===== config.mk =====
export PLATFORM = sky130hd
export DESIGN_NAME = display_scan_ctrl
export DESIGN_NICKNAME = d
export VERILOG_FILES = /design/src/rtl/scan_pkg.sv /design/src/rtl/refresh_prescaler.sv /design/src/rtl/display_scan_ctrl.sv
export SDC_FILE = /design/constraint.sdc
export NUM_CORES = 1
export LEC_CHECK = 0
export ABC_AREA = 1
export BUFFER_PORTS_ARGS = -buffer_cell sky130_fd_sc_hd__buf_2
export CAP_MARGIN = 10
export CORE_AREA = 2 2 96 70
export CTS_BUF_LIST = sky130_fd_sc_hd__clkbuf_8
export DETAILED_ROUTE_END_ITERATION = 7
export DIE_AREA = 0 0 98 72
export SLEW_MARGIN = 20
export SYNTH_ARGS = -nofsm -noshare
export SYNTH_HDL_FRONTEND = slang
export SYNTH_SLANG_ARGS = --single-unit
export TNS_END_PERCENT = 20

===== constraint.sdc =====
create_clock -name Clk -period 2 [get_ports Clk]
set_input_delay 0.1 -clock Clk [delete_from_list [all_inputs] [get_ports Clk]]
set_output_delay 0.1 -clock Clk [all_outputs]
set_load 0.01 [all_outputs]

===== src/rtl/scan_pkg.sv =====
// scan_pkg: shared digit count, index type and all-off enable pattern for the display scan controller
package scan_pkg;
  localparam int NUM_DIGITS = 4;
  localparam int IDX_W = 2;
  localparam logic [NUM_DIGITS-1:0] DIGIT_OFF = 4'b1111;
  typedef enum logic [IDX_W-1:0] {DIG0, DIG1, DIG2, DIG3} digit_t;
endpackage


===== src/rtl/refresh_prescaler.sv =====
// refresh_prescaler: slot timer counting 0..REFRESH_DIV-1; ports Clk, Reset_n, zero (count==0), tc (terminal count)
module refresh_prescaler #(
  parameter int REFRESH_DIV = 50000
) (
  input  logic Clk,
  input  logic Reset_n,
  output logic zero,
  output logic tc
);
  localparam int W = $clog2(REFRESH_DIV);
  logic [W-1:0] pcnt;
  assign zero = pcnt == '0;
  assign tc = pcnt == W'(REFRESH_DIV - 1);
  always_ff @(posedge Clk or negedge Reset_n)
    if (!Reset_n) pcnt <= '0;
    else pcnt <= tc ? '0 : pcnt + 1'b1;
endmodule


===== src/rtl/display_scan_ctrl.sv =====
// display_scan_ctrl: 4-digit seven-segment scanner; in Clk, Reset_n, Value, Load, BlankLz; out Nibble, DigitSel (active low), FrameDone
module display_scan_ctrl
  import scan_pkg::*;
#(
  parameter int REFRESH_DIV = 50000
) (
  input  logic                  Clk,
  input  logic                  Reset_n,
  input  logic [15:0]           Value,
  input  logic                  Load,
  input  logic                  BlankLz,
  output logic [3:0]            Nibble,
  output logic [NUM_DIGITS-1:0] DigitSel,
  output logic                  FrameDone
);
  digit_t state, state_d;
  logic zero, tc, commit, pend_v, bl_q, blank;
  logic [15:0] disp, pend, upper;
  refresh_prescaler #(.REFRESH_DIV(REFRESH_DIV)) u_pre (
    .Clk(Clk),
    .Reset_n(Reset_n),
    .zero(zero),
    .tc(tc)
  );
  assign commit = tc && state == DIG3;
  always_ff @(posedge Clk or negedge Reset_n)
    if (!Reset_n) state <= DIG0;
    else state <= state_d;
  always_comb begin
    state_d = tc ? digit_t'(state + 1'b1) : state;
  end
  // A load landing on the commit edge bypasses the pending register.
  always_ff @(posedge Clk or negedge Reset_n)
    if (!Reset_n) begin
      disp <= '0;
      pend <= '0;
      pend_v <= 1'b0;
      bl_q <= 1'b0;
      FrameDone <= 1'b0;
    end else begin
      bl_q <= BlankLz;
      FrameDone <= commit;
      if (Load) pend <= Value;
      if (commit) begin
        disp <= Load ? Value : pend_v ? pend : disp;
        pend_v <= 1'b0;
      end else if (Load) pend_v <= 1'b1;
    end
  assign upper = disp >> {state, 2'b00};
  assign Nibble = upper[3:0];
  assign blank = bl_q && state != DIG0 && upper == '0;
  assign DigitSel = (zero || blank) ? DIGIT_OFF : ~(4'b0001 << state);
endmodule


* Word level (Yosys, flattened, before mapping)
Index checks and enable logic that the tools add are counted.
Operators by class: multipliers 0, equal/unequal tests 2, add/sub/neg operators 2, shift operators 2, order comparisons 0, divide/modulo/power cells 0, reduce and logical (&&, ||, !) cells 10, bitwise operators 1, mux-type cells 6
Operator list (number):
- 2-to-1 mux 16 bit | 3
- logical NOT 16 bit | 2
- adder 16 x 1 -> 16 bit, second input constant | 1
- equality test 16 bit, second input constant | 1
- right shift 16 x 4 -> 16 bit | 1
- nonzero test 2 bit | 3
- 2-to-1 mux 4 bit | 1
- NOT 4 bit | 1
- left shift 1 x 2 -> 4 bit, first input constant | 1
- logical AND 1 bit | 3
- adder 2 x 1 -> 2 bit, second input constant | 1
- equality test 2 bit, second input constant | 1
- 2-to-1 mux 1 bit | 2
- AND reduction 2 bit | 1
- logical OR 1 bit | 1
Storage, ports and cells: bits in registers 53, bits in writable memories 0, memories 0, ROM bits 0, logic and storage cells 30, bits in latches 0

* Logic depth before layout (Yosys ltp)
depth in word-level cells 5, mapped depth 11

* By module
A second synthesis with hierarchy kept.
Unflattened totals: cell total of the unflattened synthesis 343, area, all modules 2772.7 µm²
Modules (own cells, without submodules):
- display_scan_ctrl | cells an instance 206, instances 1, area each 1749.2 µm², seq. area each 925.9 µm²
- refresh_prescaler | cells an instance 137, instances 1, area each 1023.5 µm², seq. area each 400.4 µm²

* Worst setup path after synthesis
No wires, ideal clock.
kind reg-to-output, from register state[0], to output DigitSel[0], data arrival time 1520 ps, slack 380 ps, stages on the path, launching flop included 12, data required time 1900 ps, cell sequence dfrtp_1 buf_2 inv_1 buf_2 ha_1 inv_1 nand2_1 nor2_1 nand2_1 nor2_1 nand3_1 nand3_1
On the way: cells in the longest elaborated chain, start to end 5, elaborated cells on any way between the ends 9
Ends and longest elaborated chain:
- start, declared | RTL line display_scan_ctrl.sv:16 | digit_t state, state_d;
- start signal, assigned | RTL line display_scan_ctrl.sv:28 | else state <= state_d;
- right shift 16 x 4 -> 16 bit / nonzero test 2 bit (equally long branches) | RTL line display_scan_ctrl.sv:49, display_scan_ctrl.sv:51
- logical NOT 16 bit / logical AND 1 bit (equally long branches) | RTL line display_scan_ctrl.sv:51 | assign blank = bl_q && state != DIG0 && upper == '0;
- logical AND 1 bit | RTL line display_scan_ctrl.sv:51
- logical OR 1 bit | RTL line display_scan_ctrl.sv:52 | assign DigitSel = (zero || blank) ? DIGIT_OFF : ~(4'b0001 << state);
- 2-to-1 mux 4 bit * | RTL line display_scan_ctrl.sv:52
- end, declared | RTL line display_scan_ctrl.sv:13 | output logic [NUM_DIGITS-1:0] DigitSel,
Mark *: on every way between the ends. The rest lies on a longest branch, timed or not.

* Worst setup path after layout
from register state[0], to output DigitSel[2]
Same word-level chain as after synthesis.

==> run_results.csv <==
group,metric,value,unit
placed_design,place_hpwl,4428,um
drt,firstDrtPassIters,4,
critical_path,cpPeakStageDelay,440,ps
timing,period_share,91.79,%
timing,finalHoldViolCount,0,
cells_and_area,areaGrowthSynthToFinish,15.57,%
floorplan,dieHeight,72,um
critical_path,arrival,1740,ps
cells_and_area,drive_above_1_share,15.94,%
power_and_ir_drop,p_leak,0.001651,uW
cells_and_area,fin_nets,414,
synth,synthXorXnorAreaFrac,1.953,%
timing,fin_ws,164.3,ps
flow_run,drv_cap,0,
power_and_ir_drop,peakVddDrop,290.7,uV
global_routing,grt_pass1_vias,2015,
clocking,cts-htree-levels,2,
critical_path,path_cells,"buf_12, buf_4, nand2_1, nand2_1, nand2_1, nand2_1, nor2_2, nand3_2, nand3_1, buf_2",
critical_path,crit_path_top_delay_cell,"dfrtp_2",
global_routing,grt_max_degree,34,
placed_design,place_inst,453,
synth,synth_top_family_by_area,"simple AND/OR/NAND/NOR gates",
clocking,clkTransAtPathRegs,110,ps
floorplan,design.die.area,7056,um2
synth,synthAdderAreaFrac,2.789,%
floorplan,ios,29,
min_path,hold_class,"input pin to flop",
synth,synth_top_area_cell,"dfrtp_1",
timing,clock_skew,14.07,ps
drt,drc,0,
timing,max_freq,544.7,MHz
critical_path,cp-end-kind,"primary output",
power_and_ir_drop,powerDensity,615.5,nW/um2
timing,worst_pin_slew,507.9,ps
synth,yosysUniqueCellTypes,27,
global_routing,grt_usage,18.03,%
cells_and_area,nFillCells,603,
timing,fin_crit,1836,ps
placed_design,place_ws,348.6,ps
clocking,cts_root_buf,"clkbuf_8",
drt,vias_per_cell,4.730,
global_routing,antenna_found_initial,0,
global_routing,grt-ovfl-total,0,
timing,setup_viol,0,
cells_and_area,seqCellArea,1329,um2
critical_path,crit_required,1900,ps
synth,synth_cells,348,
synth,ys_ff_latch,53,
critical_path,crit_family,"simple AND/OR/NAND/NOR gates",
timing,hold_slack,1.286,ps
drt,routed_wl,5918,um
floorplan,core,6096,um2
drt,drtIter0Drc,175,
cells_and_area,stdcell_count,467,
clocking,cts_tree,"done",
synth,synth_compound_area_share,2.603,%
timing,max_slew_margin,66.14,%
clocking,clk_latency,320,ps
cells_and_area,multi_input_area,1185,um2
synth,muxShareOfSynthArea,0,%
critical_path,crit_type,"flop to primary output",
drt,wl_per_cell,12.67,um
synth,seq_area_frac_synth,49.28,%
clocking,numCtsBuffers,5,
floorplan,start_util,44.15,%
synth,post_synth_and_or_nand_nor_area_fraction,36.40,%
drt,dr_total_vias,2209,
critical_path,crit_buf_inv,3,
synth,yosys_warnings,0,
critical_path,crit_path_max_fanout,7,
placed_design,portBuffers,28,
clocking,cts_buffer_depth,2,
synth,syn-cell-area,2691,um2
clocking,cts_sinks,53,
placed_design,gp_congestion,0.9392,
outcome,status,"finished clean",
floorplan,die_w,98,um
floorplan,rows,24,
synth,syn_nets,374,
critical_path,start_kind,"flop",
synth,synth.top_cell.area_share,49.28,%
timing,maxSlewViolCount,0,
drt,drt.antenna.violating_nets,0,
critical_path,cpMostUsedCell,"nand2_1",
synth,yosys-top-cells-area,"dfrtp_1 49%, nand2_1 21%, inv_1 4.6%",
cells_and_area,n_antenna_cell,0,
global_routing,grt_pass1_wl,10090,um
synth,synth.avg_cell_area,7.734,um2
==> cell usage in the layout (no fill, tap or decap) <==
cell             n
nor3_1           4
clkinv_2         1
nand3_2          1
dfrtp_1         51
nand2_2          2
dfrtp_2          2
nand2_1        150
nor3b_1          1
xor2_1           6
inv_6            2
o21ai_0          9
nand4_1          4
inv_2            1
and2_1           1
nor2_2           4
ha_1             6
dlygate4sd3_1    4
nand3b_1         1
nor4_1           2
clkbuf_8         5
nand4_4          1
clkinvlp_4       1
buf_2           28
buf_4            6
buf_12           2
nor2_1          32
inv_1           32
nand2_4          2
nor2_4           2
nand3_1         19
nor3_4           1
a21oi_1          5
buf_6            1
==> worst register-to-register path, cell delays in order (launching register included) <==
cell     delay [ps]
dfrtp_1         410
ha_1            200
nand2_1          90
inv_1            80
nand2_1          70
nor2_2          130
nand2_4         100
nor2_4          100
nand2_2         200
nand2_1         130
nand2_1          60
==> repair_timing <==
item                                   CTS  global route
setup endpoints to repair                0             4
buffers inserted                         0             2
hold buffers                             4             0
endpoints found under the hold margin   23             0
gates resized for setup                  0             6
==> state kept, by name (all words and copies together) (netlist names) <==
register and count:
u_pre.pcnt 16, state 2, pend_v 1, bl_q 1, FrameDone 1, pend 16
disp 16
==> cells in the mapped netlist (all sizes together) <==
cell type / number
a21oi: 5
and2: 1
buf: 4
clkbuf: 4
clkinv: 1
dfrtp: 53
ha: 6
inv: 33
nand2: 154
nand3: 20
nand3b: 1
nand4: 5
nor2: 38
nor3: 5
nor3b: 1
nor4: 2
o21ai: 9
xor2: 6
==> metrics by stage <==
stage / setup TNS (ps) / utilization [%] / cell area, um2 / total power (uW)
after floorplan: 0 / - / 2691 / 1217
after global placement: 0 / 48.15 / 2935 / 1281
after detailed placement: 0 / 48.15 / 2935 / 1284
after CTS: 0 / 50.35 / 3069 / 1932
after global routing: -3.885 / 51.03 / 3110 / 2010
final: 0 / 51.03 / 3110 / 1914
==> kinds of logic after synthesis <==
group,count (synthesis)
xor+xnor,6
fa+ha+maj,6
simple gates,227
buf+inv,42
compound gates,14
flops,53
==> metal layers <==
layer	vias up	GRT usage (%)	share of wire, %
li1	1155	-	-
met1	991	30.88	56
met2	63	22.45	37
met3	0	4.335	7.4
met4	0	3.241	0
met5	-	0	0
==> final cells by class <==
type / instances / area share (%)
Sequential cell: 53 / 42.72
Multi-Input combinational cell: 253 / 38.09
Timing Repair Buffer: 41 / 8.890
Inverter: 34 / 4.143
Tap cell: 78 / 3.138
Clock buffer: 5 / 2.212
Clock inverter: 3 / 0.8045
==> where the power goes <==
part | total (uW) | internal (uW) | switching [uW]
Combinational | 136 | 52.3 | 83.2
Clock | 648 | 256 | 391
Sequential | 1130 | 1110 | 19.1
Total | 1910 | 1420 | 493
==> worst paths after layout <==
kind / end / cells after the start / slack [ps] / from
max: DigitSel[2] / 10 / 160 / state[0]$_DFFE_PN0N_
min in group asynchronous: u_pre.pcnt[6]$_DFF_PN0_ / 2 / 280 / Reset_n
min reg2reg: pend[12]$_DFFE_PN0P_ / 2 / 480 / pend[12]$_DFFE_PN0P_
max in group asynchronous: disp[8]$_DFFE_PN0P_ / 3 / 1170 / Reset_n
min: pend[13]$_DFFE_PN0P_ / 3 / 1 / Value[13]
max reg2reg: disp[1]$_DFFE_PN0P_ / 10 / 330 / u_pre.pcnt[0]$_DFF_PN0_
(Power assumes the default switching activity.)
